<file path="src/rtl/load_hazard_stall_unit.sv">
// Central stall/freeze controller for the 5-stage pipeline: one-cycle load-use
// bubble, data-memory wait freeze with timeout fault, saturating stall counter.
module load_hazard_stall_unit #(
    parameter int TIMEOUT = 16,
    parameter int WAIT_W  = 8,
    parameter int CNT_W   = 16
) (
    input  logic             clk,
    input  logic             rst,
    input  logic [4:0]       ID_rs1,
    input  logic [4:0]       ID_rs2,
    input  logic             ID_UsesRs1,
    input  logic             ID_UsesRs2,
    input  logic             ID_MemWrite,
    input  logic             EX_MemRead,
    input  logic             EX_RegWrite,
    input  logic [4:0]       EX_rd,
    input  logic             Branch_Taken,
    input  logic             MEM_Req,
    input  logic             Dmem_Ready,
    output logic             PC_Write,
    output logic             IFID_Write,
    output logic             IDEX_Write,
    output logic             IDEX_Bubble,
    output logic             EXMEM_Write,
    output logic             MEMWB_Bubble,
    output logic             Mem_Fault,
    output logic [CNT_W-1:0] Stall_Count
);

    localparam logic [1:0] ST_RUN      = 2'd0;
    localparam logic [1:0] ST_MEM_WAIT = 2'd1;
    localparam logic [1:0] ST_FAULT    = 2'd2;

    localparam logic [1:0] MODE_NORMAL = 2'd0;
    localparam logic [1:0] MODE_BUBBLE = 2'd1;
    localparam logic [1:0] MODE_FREEZE = 2'd2;
    localparam logic [1:0] MODE_RESET  = 2'd3;

    logic              rs1_hit_s;
    logic              rs2_hit_s;
    logic              lu_s;
    logic              mw_s;
    logic              bubble_req_s;
    logic              wait_last_s;
    logic              stall_cycle_s;
    logic              count_full_s;
    logic [1:0]        state_r;
    logic [1:0]        state_nxt_s;
    logic [1:0]        mode_s;
    logic [WAIT_W-1:0] wait_cnt_r;
    logic [WAIT_W-1:0] wait_cnt_nxt_s;
    logic [CNT_W-1:0]  stall_count_r;

    // Store-data (rs2 of a store) is forwarded WB->MEM, so it never needs a bubble.
    assign rs1_hit_s    = ID_UsesRs1 & (ID_rs1 == EX_rd);
    assign rs2_hit_s    = ID_UsesRs2 & (ID_rs2 == EX_rd) & ~ID_MemWrite;
    assign lu_s         = EX_MemRead & EX_RegWrite & (EX_rd != 5'd0) & (rs1_hit_s | rs2_hit_s);
    assign mw_s         = MEM_Req & ~Dmem_Ready;
    assign bubble_req_s = lu_s & ~Branch_Taken;
    assign wait_last_s  = (wait_cnt_r == WAIT_W'(TIMEOUT - 1));

    // Next-state, wait counter and output mode selection.
    always_comb begin
        state_nxt_s    = state_r;
        wait_cnt_nxt_s = wait_cnt_r;
        mode_s         = MODE_FREEZE;
        case (state_r)
            ST_RUN: begin
                if (mw_s) begin
                    mode_s         = MODE_FREEZE;
                    wait_cnt_nxt_s = WAIT_W'(1);
                    if (TIMEOUT == 1) begin
                        state_nxt_s = ST_FAULT;
                    end else begin
                        state_nxt_s = ST_MEM_WAIT;
                    end
                end else if (bubble_req_s) begin
                    mode_s = MODE_BUBBLE;
                end else begin
                    mode_s = MODE_NORMAL;
                end
            end
            ST_MEM_WAIT: begin
                if (mw_s) begin
                    mode_s = MODE_FREEZE;
                    if (wait_last_s) begin
                        state_nxt_s = ST_FAULT;
                    end else begin
                        wait_cnt_nxt_s = wait_cnt_r + WAIT_W'(1);
                    end
                end else begin
                    // Held ID/EX contents are re-evaluated on the release cycle.
                    state_nxt_s    = ST_RUN;
                    wait_cnt_nxt_s = '0;
                    if (bubble_req_s) begin
                        mode_s = MODE_BUBBLE;
                    end else begin
                        mode_s = MODE_NORMAL;
                    end
                end
            end
            ST_FAULT: begin
                mode_s      = MODE_FREEZE;
                state_nxt_s = ST_FAULT;
            end
            default: begin
                mode_s         = MODE_FREEZE;
                state_nxt_s    = ST_FAULT;
                wait_cnt_nxt_s = '0;
            end
        endcase
        if (rst) begin
            mode_s = MODE_RESET;
        end else begin
            mode_s = mode_s;
        end
    end

    // Decode the output mode into pipeline register controls.
    always_comb begin
        PC_Write     = 1'b0;
        IFID_Write   = 1'b0;
        IDEX_Write   = 1'b0;
        IDEX_Bubble  = 1'b1;
        EXMEM_Write  = 1'b0;
        MEMWB_Bubble = 1'b1;
        case (mode_s)
            MODE_NORMAL: begin
                PC_Write     = 1'b1;
                IFID_Write   = 1'b1;
                IDEX_Write   = 1'b1;
                IDEX_Bubble  = 1'b0;
                EXMEM_Write  = 1'b1;
                MEMWB_Bubble = 1'b0;
            end
            MODE_BUBBLE: begin
                PC_Write     = 1'b0;
                IFID_Write   = 1'b0;
                IDEX_Write   = 1'b1;
                IDEX_Bubble  = 1'b1;
                EXMEM_Write  = 1'b1;
                MEMWB_Bubble = 1'b0;
            end
            MODE_FREEZE: begin
                PC_Write     = 1'b0;
                IFID_Write   = 1'b0;
                IDEX_Write   = 1'b0;
                IDEX_Bubble  = 1'b0;
                EXMEM_Write  = 1'b0;
                MEMWB_Bubble = 1'b1;
            end
            default: begin
                PC_Write     = 1'b0;
                IFID_Write   = 1'b0;
                IDEX_Write   = 1'b0;
                IDEX_Bubble  = 1'b1;
                EXMEM_Write  = 1'b0;
                MEMWB_Bubble = 1'b1;
            end
        endcase
    end

    // Controller state and memory-wait counter.
    always_ff @(posedge clk or posedge rst) begin
        if (rst) begin
            state_r    <= ST_RUN;
            wait_cnt_r <= '0;
        end else begin
            state_r    <= state_nxt_s;
            wait_cnt_r <= wait_cnt_nxt_s;
        end
    end

    assign stall_cycle_s = (mode_s == MODE_FREEZE) | (mode_s == MODE_BUBBLE);
    assign count_full_s  = (stall_count_r == {CNT_W{1'b1}});

    // Saturating stall-cycle performance counter.
    always_ff @(posedge clk or posedge rst) begin
        if (rst) begin
            stall_count_r <= '0;
        end else if (stall_cycle_s && !count_full_s) begin
            stall_count_r <= stall_count_r + CNT_W'(1);
        end else begin
            stall_count_r <= stall_count_r;
        end
    end

    assign Mem_Fault   = (state_r == ST_FAULT);
    assign Stall_Count = stall_count_r;

endmodule

</file>
<file path="config.mk">
export PLATFORM = sky130hd
export DESIGN_NAME = load_hazard_stall_unit
export DESIGN_NICKNAME = d
export VERILOG_FILES = /design/src/rtl/load_hazard_stall_unit.sv
export SDC_FILE = /design/constraint.sdc
export NUM_CORES = 1
export LEC_CHECK = 0
export BUFFER_PORTS_ARGS = -buffer_cell sky130_fd_sc_hd__buf_4
export CAP_MARGIN = 20
export CORE_ASPECT_RATIO = 2
export CORE_MARGIN = 4
export CORE_UTILIZATION = 50
export DETAILED_ROUTE_END_ITERATION = 16
export PLACE_DENSITY = 0.79
export SKIP_CTS_REPAIR_TIMING = 1
export SYNTH_ARGS = -nofsm -noshare
export SYNTH_HDL_FRONTEND = slang
export SYNTH_SLANG_ARGS = --single-unit
</file>
<file path="constraint.sdc">
create_clock -name clk -period 2.5 [get_ports clk]
set_clock_uncertainty 0.15 [all_clocks]
set_input_delay 0.25 -clock clk [delete_from_list [all_inputs] [get_ports clk]]
set_output_delay 0.25 -clock clk [all_outputs]
set_load 0.005 [all_outputs]
</file>
Word-level counts from Yosys, hierarchy flattened --
Index checks and enable logic that the tools add are counted.
Operators by class: add/subtract/negate cells 2, equal/unequal tests 11, multiplexer cells 16, bitwise operators 14, reduce and logical (&&, ||, !) cells 10
Operators with widths (count):
- $mux W8 | 3
- $pmux W8 S3 | 1
- $add A16 B1 Y16 const B | 1
- $eq A16 B16 Y1 const B | 1
- $mux W2 | 6
- $eq A5 B5 Y1 | 2
- $add A8 B1 Y8 const B | 1
- $and A1 B1 Y1 | 8
- $eq A8 B4 Y1 const B | 1
- $ne A3 B3 Y1 const B | 2
- $reduce_or A2 Y1 | 3
- $mux W1 | 5
- $reduce_bool A5 Y1 | 1
- $eq A2 B1 Y1 const B | 2
- $eq A2 B2 Y1 const B | 2
- $logic_not A2 Y1 | 2
- $not A1 Y1 | 4
- $pmux W2 S2 | 1
- $reduce_and A3 Y1 | 1
- $ne A2 B2 Y1 const B | 1
- $or A1 B1 Y1 | 2
- $reduce_and A2 Y1 | 1
- $logic_and A1 B1 Y1 | 1
- $logic_not A1 Y1 | 1
Word-level totals: register bits after elaboration 26, input bits 25, output and inout bits 23

Longest topological paths before layout --
Gate-level depths: netlist (run 1).
depth after elaboration 13, mapped depth 10, mapped depth without buffers 10

Least setup slack after synthesis (run 1) --
No wires, ideal clock.
path kind input -> register, start point input port EX_rd[0], end point register stall_count_r[11] (netlist: Stall_Count[11]), setup time 0.079 ns, arrival 2.219 ns, data required time 2.271 ns, setup slack 0.052 ns, stages on the path 8, cell sequence or4_1 -> o21ai_0 -> o21ai_0 -> ha_1 -> a41oi_4 -> nand4_4 -> nor2_2 -> xor2_1
Between the ends: word-level cells in the longest chain between the ends 13, elaborated cells between the ends (all ways) 18, those cells by class 4 x eq/ne; 4 x mux; 8 x bitwise; 2 x reduce/logical
RTL lines:
- start, declared | RTL line 17 | input logic [4:0] EX_rd,
- $eq A5 B5 Y1 | RTL line 57 | assign rs2_hit_s = ID_UsesRs2 & (ID_rs2 == EX_rd) & ~ID_MemWrite;
- $and A1 B1 Y1 (2 in series) | RTL line 57
- $or A1 B1 Y1 | RTL line 58 | assign lu_s = EX_MemRead & EX_RegWrite & (EX_rd != 5'd0) & (rs1_hit_s | rs2_hit_s);
- $and A1 B1 Y1 (*) | RTL line 58
- $and A1 B1 Y1 (*) | RTL line 60 | assign bubble_req_s = lu_s & ~Branch_Taken;
- $mux W1 (*) | RTL line 78, 96
- $mux W2 (*) | RTL line 70 | if (mw_s) begin
- $mux W2 (*)
- $mux W2 (*) | RTL line 113 | if (rst) begin
- $eq A2 B2 Y1 or $eq A2 B1 Y1 (tied branches) | RTL line 175 | assign stall_cycle_s = (mode_s == MODE_FREEZE) | (mode_s == MODE_BUBBLE);
- $or A1 B1 Y1 (*) | RTL line 175
- $logic_and A1 B1 Y1 (*) | RTL line 182 | end else if (stall_cycle_s && !count_full_s) begin
- end signal, assigned | RTL line 183 | stall_count_r <= stall_count_r + CNT_W'(1);
- end signal, assigned | RTL line 185 | stall_count_r <= stall_count_r;
- end, declared | RTL line 53 | logic [CNT_W-1:0] stall_count_r;
Mark *: on every way between the ends. The rest lies on a longest branch, timed or not. A chain may end at the register's enable or synchronous reset.

Final worst setup path (run 1) --
start point input port EX_rd[0], end point output port IDEX_Write
Between the ends: word-level cells in the longest chain between the ends 13, elaborated cells between the ends (all ways) 18, those cells by class 3 x eq/ne; 5 x mux; 7 x bitwise; 3 x reduce/logical
RTL lines:
- $eq A5 B5 Y1 | RTL line 57
- $and A1 B1 Y1 (2 in series) | RTL line 57
- $or A1 B1 Y1 | RTL line 58
- $and A1 B1 Y1 (*) | RTL line 58
- $and A1 B1 Y1 (*) | RTL line 60
- $mux W1 (*) | RTL line 78, 96
- $mux W2 (*) | RTL line 70
- $mux W2 (*)
- $mux W2 (*) | RTL line 113
- $eq A2 B1 Y1 or $logic_not A2 Y1 (tied branches) | RTL line 128 | case (mode_s)
- $reduce_or A2 Y1 (no source line) (*)
- $mux W1 (*) | RTL line 128
- end, declared | RTL line 23 | output logic IDEX_Write,
Marks and branches as above.

==> results.json, run 1 <==
{
  "cts_tree": "yes",
  "yosysUniqueCellTypes": 38,
  "clock_sinks": 26,
  "nFillCells": 224,
  "status": "complete, no violations",
  "seq_area_frac_synth_pct": 43.23,
  "drive_above_1_share_pct": 40.10,
  "peakVddDrop_uv": 603.2,
  "hold_class": "input pin to register",
  "fmax_mhz": 414.7,
  "cts_buffer_depth": 2,
  "grt_max_degree": 29,
  "cpMostUsedCell": "buf_4",
  "antenna_found_initial": 0,
  "worst_pin_slew_ns": 0.3961,
  "worstSkewPairLatency_ns": 0.27,
  "route.detailed.drc": 0,
  "start_util_pct": 53.04,
  "synth_cells": 146,
  "io_buffers": 47,
  "cp_slowest_cell": "nor4b_2",
  "maxCapViolCount": 0,
  "worstPathCellList": "buf_4 > buf_4 > xnor2_1 > nand4_1 > nor4b_2 > a31oi_1 > buf_4 > o21a_1 > ha_2 > nor2_4 > inv_1 > buf_4",
  "crit_path_start_kind": "input pin",
  "overflow": 0,
  "vias": 1321,
  "io_pins": 48,
  "power_density_mw_per_mm2": 590.8,
  "ys_ff_latch": 26,
  "final_nets": 237,
  "ant_nets": 0,
  "netlist_area_mm2": 0.001505,
  "die_area_mm2": 0.004005,
  "final_hold_viol_count": 0,
  "crit_type": "input pin to primary output",
  "relSlewSlack_pct": 73.38,
  "hold_slack_ns": 0.3585,
  "totalNegativeSetupSlack_ns": 0,
  "synthFlopType": "dfrtp_1",
  "place_area_mm2": 0.001954,
  "coreArea_mm2": 0.002838,
  "grt_pass1_wl_um": 6154,
  "synthArstFlopShare_pct": 100.0,
  "regArea_um2": 650.6,
  "synth-edff-count": 0,
  "first_iter_violations": 37,
  "final_common_cell": "buf_4",
  "synth_fp_nets": 175,
  "area_delta_synth_final_pct": 38.15,
  "stdcell_area_mm2": 0.002079,
  "post_drt_wl_per_cell_um": 15.38,
  "grt_pass1_vias": 1396,
  "track_usage_pct": 19.97,
  "crit_path_end_kind": "primary output",
  "min_period_over_period_pct": 96.45,
  "die_x_um": 46.80,
  "max_stage_delay_ns": 0.30,
  "drtPass1Iterations": 4,
  "wl_um": 3630,
  "arrival_ns": 2.01,
  "period_needed_ns": 2.411,
  "cp_max_fo": 3,
  "gp_congestion": 0.8020,
  "drv_slew": 0,
  "dpl.hpwl_um": 2996,
  "h-tree-depth": 1,
  "synth_warnings": 0,
  "worstPathRequired_ns": 2.10,
  "clock-root-buffer": "clkbuf_8",
  "diodes": 0,
  "finalSetupViolCount": 0,
  "die_h_um": 85.59,
  "routed_via_density": 5.597,
  "multi_input_area_um2": 853.3,
  "p_leak_nw": 0.9714,
  "rows": 27,
  "numCtsBuffers": 3,
  "final_cell_mix": "60 x buf_4, 26 x dfrtp_1, 17 x xnor2_1, 16 x nand2_1, 11 x xor2_1",
  "synth_area_per_cell_um2": 10.31,
  "cts.clk_slew.worst_paths_ns": 0.08
}
## Yosys cell counts (2+ instances only)
master	n	share of area (%)
dfrtp_1	26	43
xnor2_1	17	9.9
nand2_1	16	4.0
xor2_1	11	6.4
nand3_1	7	2.3
o22ai_1	7	2.9
nand4_1	6	2.5
o21ai_0	5	1.7
ha_1	4	3.3
a21oi_1	3	1.0
and3_1	3	1.2
nor2_1	3	0.75
nor2_2	3	1.2
nor2b_1	3	1.2
nor3_1	3	1.0
and4_4	2	1.5
buf_4	2	1.0
clkbuf_1	2	0.50
inv_1	2	0.50
nand2b_1	2	0.83
nor4_1	2	0.83
## final timing paths
path,from,end,slack (ns),cells past startpoint
worst max-delay path,EX_rd[0],IDEX_Write,0.09,12
worst min-delay path,Dmem_Ready,state_r[1],0.36,4
worst min register to register,Stall_Count[15],Stall_Count[15],0.36,1
max in group asynchronous,rst,wait_cnt_r[0],1.47,4
min in group asynchronous,rst,Stall_Count[10],0.48,4
worst max register to register,state_r[1],Stall_Count[1],0.21,7
## flip-flops by register name, summed over array words and instances (netlist names)
register     flops
Stall_Count     16
state_r          2
wait_cnt_r       8
## worst max-delay path: cells and delay by family
kind,cells,cell delay (ns)
compound gates,2,0.27
xor+xnor,1,0.15
fa+ha+maj,1,0.22
buf+inv,5,0.59
simple gates,3,0.53
## logic make-up (layout without fill, tap and decap cells)
group	Yosys count	count (layout)	share of synthesized area, %
compound gates	21	21	10.14
buf+inv	6	67	1.995
fa+ha+maj	4	4	3.325
flops	26	26	43.23
mux	2	2	1.413
simple gates	59	59	23.61
xor+xnor	28	28	16.29
## report_power, final
part / internal [W] / total [W] / switching [W]
clock: 0.000214 / 0.000340 / 0.000126
sequential: 0.000478 / 0.000567 / 0.0000893
combinational: 0.000193 / 0.000321 / 0.000128
total: 0.000885 / 0.00123 / 0.000344
## routing by layer
metal,part of all wire [%],vias to the layer above,track usage [%]
li1,-,639,-
met1,35,649,21.50
met2,61,29,37.92
met3,2.5,4,1.471
met4,0.94,0,6.045
met5,0,-,0
## area by class of cell
cell class | instances | area share [%]
timing repair buffer | 61 | 22.14
tap | 29 | 1.745
clock inverter | 1 | 1.444
sequential | 26 | 31.29
multi-input combinational | 114 | 41.03
inverter | 2 | 0.3610
clock buffer | 3 | 1.986
## stage by stage
step                       power, W  instances  util, %  setup WS, ns
after floorplan           0.0007078        146        -       0.05223
after global placement    0.0008701        229    68.87       -0.1377
after detailed placement  0.0008920        229    68.87       -0.3068
after CTS                  0.001233        233    71.38     -0.002929
after global routing       0.001303        236    73.28     -0.008401
final                      0.001229        236    73.28       0.08866
No activity file was read; power rests on OpenSTA's default activity.
==> run 2, diff against run 1 <==
- PLACE_DENSITY: 0.79 -> 0.75
==> run 2 against run 1 <==
Net effect:
- power shrank 0.30%
- worst hold slack gained 0.0046 ns
- non-clock buffer count decreased by 2
- routed wire length rose by 3.2%
- utilization fell by 1.2 points
- register-to-register slack worse by 0.05 ns
- critical path type unchanged
- largest power group unchanged
==> results.json, run 2 (synthesized netlist as in run 1, its figures left out) <==
{
  "final_cell_mix": "58 x buf_4, 26 x dfrtp_1, 17 x xnor2_1, 16 x nand2_1, 11 x xor2_1",
  "io_pins": 48,
  "power_density_mw_per_mm2": 599.1,
  "drv_slew": 0,
  "die_h_um": 85.59,
  "vias": 1318,
  "route.detailed.drc": 0,
  "grt_pass1_vias": 1376,
  "hold_class": "input pin to register",
  "rsz0062_at_grt": "no",
  "power_frac_comb_pct": 25.6,
  "p_seq_share_pct": 46.7,
  "first_iter_violations": 28,
  "regToRegStartpoint": "state_r[1]",
  "grt_pass1_wl_um": 6037,
  "h-tree-depth": 1,
  "post_drt_wl_per_cell_um": 16.00,
  "worstSkewPairLatency_ns": 0.26,
  "regArea_um2": 650.6,
  "status": "complete, no violations",
  "cts_tree": "yes",
  "clock_sinks": 26,
  "overflow": 0,
  "final_util_pct": 72.05,
  "finalSetupViolCount": 0,
  "p_leak_nw": 0.9601,
  "fin_cells": 234,
  "maxCapViolCount": 0,
  "relSlewSlack_pct": 73.07,
  "drtPass1Iterations": 4,
  "start_util_pct": 53.04,
  "peakVddDrop_uv": 483.9,
  "die_area_mm2": 0.004005,
  "clkPwrFrac_pct": 27.7,
  "r2r_cells": 8,
  "cts.clk_slew.worst_paths_ns": 0.08,
  "regToRegSetupSlack_ns": 0.16,
  "antenna_found_initial": 0,
  "coreArea_mm2": 0.002838,
  "io_buffers": 47,
  "ant_nets": 0,
  "swShare_pct": 28.19,
  "crit_type": "input pin to primary output",
  "r2r-end": "Stall_Count[7]",
  "arrival_ns": 1.97,
  "gp_congestion": 0.7635,
  "final_common_cell": "buf_4",
  "fmax_mhz": 421.8,
  "clock-root-buffer": "clkbuf_8",
  "crit_path_start_kind": "input pin",
  "routed_via_density": 5.632,
  "worst_pin_slew_ns": 0.4007,
  "dpl.hpwl_um": 3055,
  "min_period_over_period_pct": 94.83,
  "drive_above_1_share_pct": 38.05,
  "rows": 27,
  "multi_input_area_um2": 833.3,
  "cp_max_fo": 28,
  "grt_max_degree": 29,
  "totalNegativeSetupSlack_ns": 0,
  "diodes": 0,
  "hold_start": "Dmem_Ready",
  "crit_path_end_kind": "primary output",
  "hold_path_depth": 4,
  "nFillCells": 227,
  "cts_buffer_depth": 2,
  "p_int_w": 0.0008796,
  "p_sw_w": 0.0003453,
  "die_x_um": 46.80,
  "largest_reg_flops": 16,
  "place_inst": 227,
  "area_delta_synth_final_pct": 35.83,
  "worstPathRequired_ns": 2.10,
  "final_hold_viol_count": 0,
  "track_usage_pct": 20.27,
  "hold_slack_ns": 0.3630,
  "wl_um": 3745,
  "period_needed_ns": 2.371,
  "hold_end": "state_r[1]",
  "numCtsBuffers": 3,
  "final_nets": 235
}
==> run 2: cell count changes in the layout (fill, tap and decap cells not counted) <==
cell	previous run	this run
buf_4	60	58
ha_1	3	4
ha_2	1	0
nor2_2	3	4
nor2_4	1	0
nor4_1	0	1
nor4_2	3	2
nor4b_1	0	1
nor4b_2	1	0
o21ai_0	3	4
o21ai_1	2	1
==> run 2: worst max path at each step <==
| stage | from | endpoint | slack (ns) |
|---|---|---|---|
| 2_1_floorplan | EX_rd[0] | Stall_Count[11] | 0.05 |
| 3_3_place_gp | EX_rd[0] | Stall_Count[9] | -0.12 |
| 3_5_place_dp | EX_rd[0] | Stall_Count[7] | -0.31 |
| 4_1_cts | EX_rd[0] | Stall_Count[7] | -0.01 |
| 5_1_grt | EX_rd[0] | Stall_Count[9] | 0.008 |
| 6_report | rst | EXMEM_Write | 0.13 |
==> run 2: worst max-delay path, stage by stage <==
cell	delay, ns
dlygate4sd3_1	0.54
buf_4	0.14
inv_1	0.07
buf_4	0.34
o21a_1	0.18
ha_1	0.21
nor2_2	0.06
inv_1	0.07
buf_4	0.11
==> run 2: power by group through the flow <==
stage,clock [W],sequential (W),combinational (W)
after CTS,0.000348,0.000570,0.000310
after detailed placement,0,0.000577,0.000309
final,0.000340,0.000572,0.000314
after global placement,0,0.000574,0.000294
after global routing,0.000365,0.000587,0.000346
after floorplan,0,0.000563,0.000145
==> run 2: cell type report <==
| cell class | instances | share of cell area [%] |
|---|---|---|
| inverters | 2 | 0.3672 |
| clock inverters | 1 | 1.469 |
| well taps | 29 | 1.775 |
| flip-flops and latches | 26 | 31.82 |
| clock buffers | 3 | 2.020 |
| multi-input cells | 114 | 40.76 |
| repair buffers | 59 | 21.79 |
==> run 2: stage by stage <==
stage	instance area [µm²]	setup WS (ns)	power (W)
2_1_floorplan	1505	0.05223	0.0007078
3_3_place_gp	1939	-0.1225	0.0008679
3_5_place_dp	1939	-0.3127	0.0008861
4_1_cts	2011	-0.01448	0.001228
5_1_grt	2044	0.008328	0.001298
6_report	2044	0.1294	0.001225
==> run 2: routing by layer <==
layer	global-route usage [%]	wire, µm	up-vias
li1	-	-	637
met1	21.31	1290	644
met2	37.05	2250	25
met3	2.101	97	12
met4	9.320	107	0
met5	0	0	-
==> run 3, diff against run 2 <==
- BUFFER_PORTS_ARGS: -buffer_cell sky130_fd_sc_hd__buf_4 -> -buffer_cell sky130_fd_sc_hd__buf_2
- SETUP_SLACK_MARGIN: default -> 0.02
==> run 3 against run 2 <==
Net effect:
- sequential share of layout area is 1.7 points higher
- die area stayed put
- cell area is 5.2% lower
- worst hold slack worse by 0.026 ns
- count of clock-buffer cells in the layout is 1 higher
- combinational power is 13% lower
- register-to-register slack better by 0.05 ns
- clock power is 21% lower
- sequential power is 1% lower
- non-clock buffer count is 1 higher
- routed wire length is 3.1% lower
- global-route usage is 0.22 points lower
==> results.json, run 3 (synthesized netlist as in run 1, its figures left out) <==
{
  "relSlewSlack_pct": 73.07,
  "route.detailed.drc": 0,
  "area_delta_synth_final_pct": 28.76,
  "final_nets": 237,
  "status": "complete, no violations",
  "drv_slew": 0,
  "vias": 1329,
  "rows": 27,
  "antenna_found_initial": 0,
  "die_h_um": 85.59,
  "dpl.hpwl_um": 2871,
  "die_x_um": 46.80,
  "grt_pass1_wl_um": 6044,
  "io_buffers": 47,
  "power_density_mw_per_mm2": 570.6,
  "final_cell_mix": "47 x buf_2, 26 x dfrtp_1, 17 x xnor2_1, 16 x nand2_1, 12 x buf_4",
  "grt_max_degree": 29,
  "clock-root-buffer": "clkbuf_8",
  "cp_slowest_cell": "dfrtp_1",
  "cts.clk_slew.worst_paths_ns": 0.08,
  "hold_class": "register to register",
  "coreArea_mm2": 0.002838,
  "gp_congestion": 0.7291,
  "p_leak_nw": 0.9329,
  "crit_path_end_kind": "primary output",
  "peakVddDrop_uv": 418.4,
  "multi_input_area_um2": 853.3,
  "nFillCells": 226,
  "final_common_cell": "buf_2",
  "min_period_over_period_pct": 93.09,
  "fmax_mhz": 429.7,
  "totalNegativeSetupSlack_ns": 0,
  "crit_path_start_kind": "register",
  "period_needed_ns": 2.327,
  "hold_slack_ns": 0.3372,
  "regToRegStartpoint": "state_r[1]",
  "drive_above_1_share_pct": 38.65,
  "hold_start": "Stall_Count[7]",
  "cts_buffer_depth": 2,
  "numCtsBuffers": 3,
  "critPathBufInv": 3,
  "startpoint": "state_r[1]",
  "crit_type": "register to primary output",
  "first_iter_violations": 23,
  "track_usage_pct": 20.05,
  "worstPathCellList": "nor4_2 > o21ai_1 > buf_4 > o21a_1 > ha_1 > nor2_1 > inv_1 > buf_2",
  "cp_max_fo": 3,
  "routed_via_density": 5.631,
  "arrival_ns": 1.93,
  "drtPass1Iterations": 4,
  "maxCapViolCount": 0,
  "diodes": 0,
  "worstPathRequired_ns": 2.10,
  "start_util_pct": 53.04,
  "regArea_um2": 650.6,
  "clock_sinks": 26,
  "die_area_mm2": 0.004005,
  "ant_nets": 0,
  "finalSetupViolCount": 0,
  "h-tree-depth": 1,
  "crit_family": "flip-flops",
  "overflow": 0,
  "max_stage_delay_ns": 0.41,
  "largest_reg_flops": 16,
  "worst_pin_slew_ns": 0.4040,
  "worstSkewPairLatency_ns": 0.27,
  "io_pins": 48,
  "cts_tree": "yes",
  "final_hold_viol_count": 0,
  "grt_pass1_vias": 1416,
  "rsz0062_at_grt": "no",
  "wl_um": 3628,
  "post_drt_wl_per_cell_um": 15.37
}
==> run 3: cell types whose count changed in the layout (fill, tap and decap cells not counted) <==
cell and change:
nor2_1 +1, nor4b_2 +1, clkbuf_8 +1, bufinv_16 -1, buf_4 -46, a41oi_2 +1, nor2_2 -1, buf_2 +47
nor4b_1 -1
==> run 3: stage by stage <==
step	cells	utilization, %	instance area, µm²	worst slack (ns)	total power, W
CTS	231	66.14	1877	0.02877	0.001103
floorplan	146	-	1505	0.05223	0.0007078
global placement	227	64.20	1822	-0.1009	0.0008187
finish	236	68.30	1938	0.1728	0.001106
global route	236	68.30	1938	0.02016	0.001179
detailed placement	227	64.20	1822	-0.2086	0.0008341
==> run 3: path summary, 6_finish.rpt <==
check | endpoint | slack [ns] | cells after the start
min in group asynchronous | wait_cnt_r[6] | 0.47 | 4
max in group asynchronous | Stall_Count[5] | 1.48 | 4
worst min-delay path | Stall_Count[7] | 0.34 | 1
worst min register to register | Stall_Count[7] | 0.34 | 1
worst max register to register | Stall_Count[9] | 0.21 | 8
worst max-delay path | EXMEM_Write | 0.17 | 8
==> run 3: layer usage <==
layer / part of all wire (%) / routed length, µm / track usage [%]
met3: 3.1 / 111 / 3.361
met2: 60 / 2166 / 35.69
met1: 34 / 1242 / 21.09
met4: 3.0 / 108 / 9.572
met5: 0 / 0 / 0
==> run 3: power by group <==
group          total (W)  switching [W]  internal (W)
clock           0.000267       0.000126      0.000141
combinational   0.000273       0.000124      0.000149
sequential      0.000566      0.0000887      0.000478
==> run 3: area by class of cell <==
type,count,area share (%)
Sequential cell,26,33.57
Inverter,2,0.3873
Tap cell,29,1.872
Multi-Input combinational cell,115,44.03
Timing Repair Buffer,60,17.30
Clock buffer,4,2.841
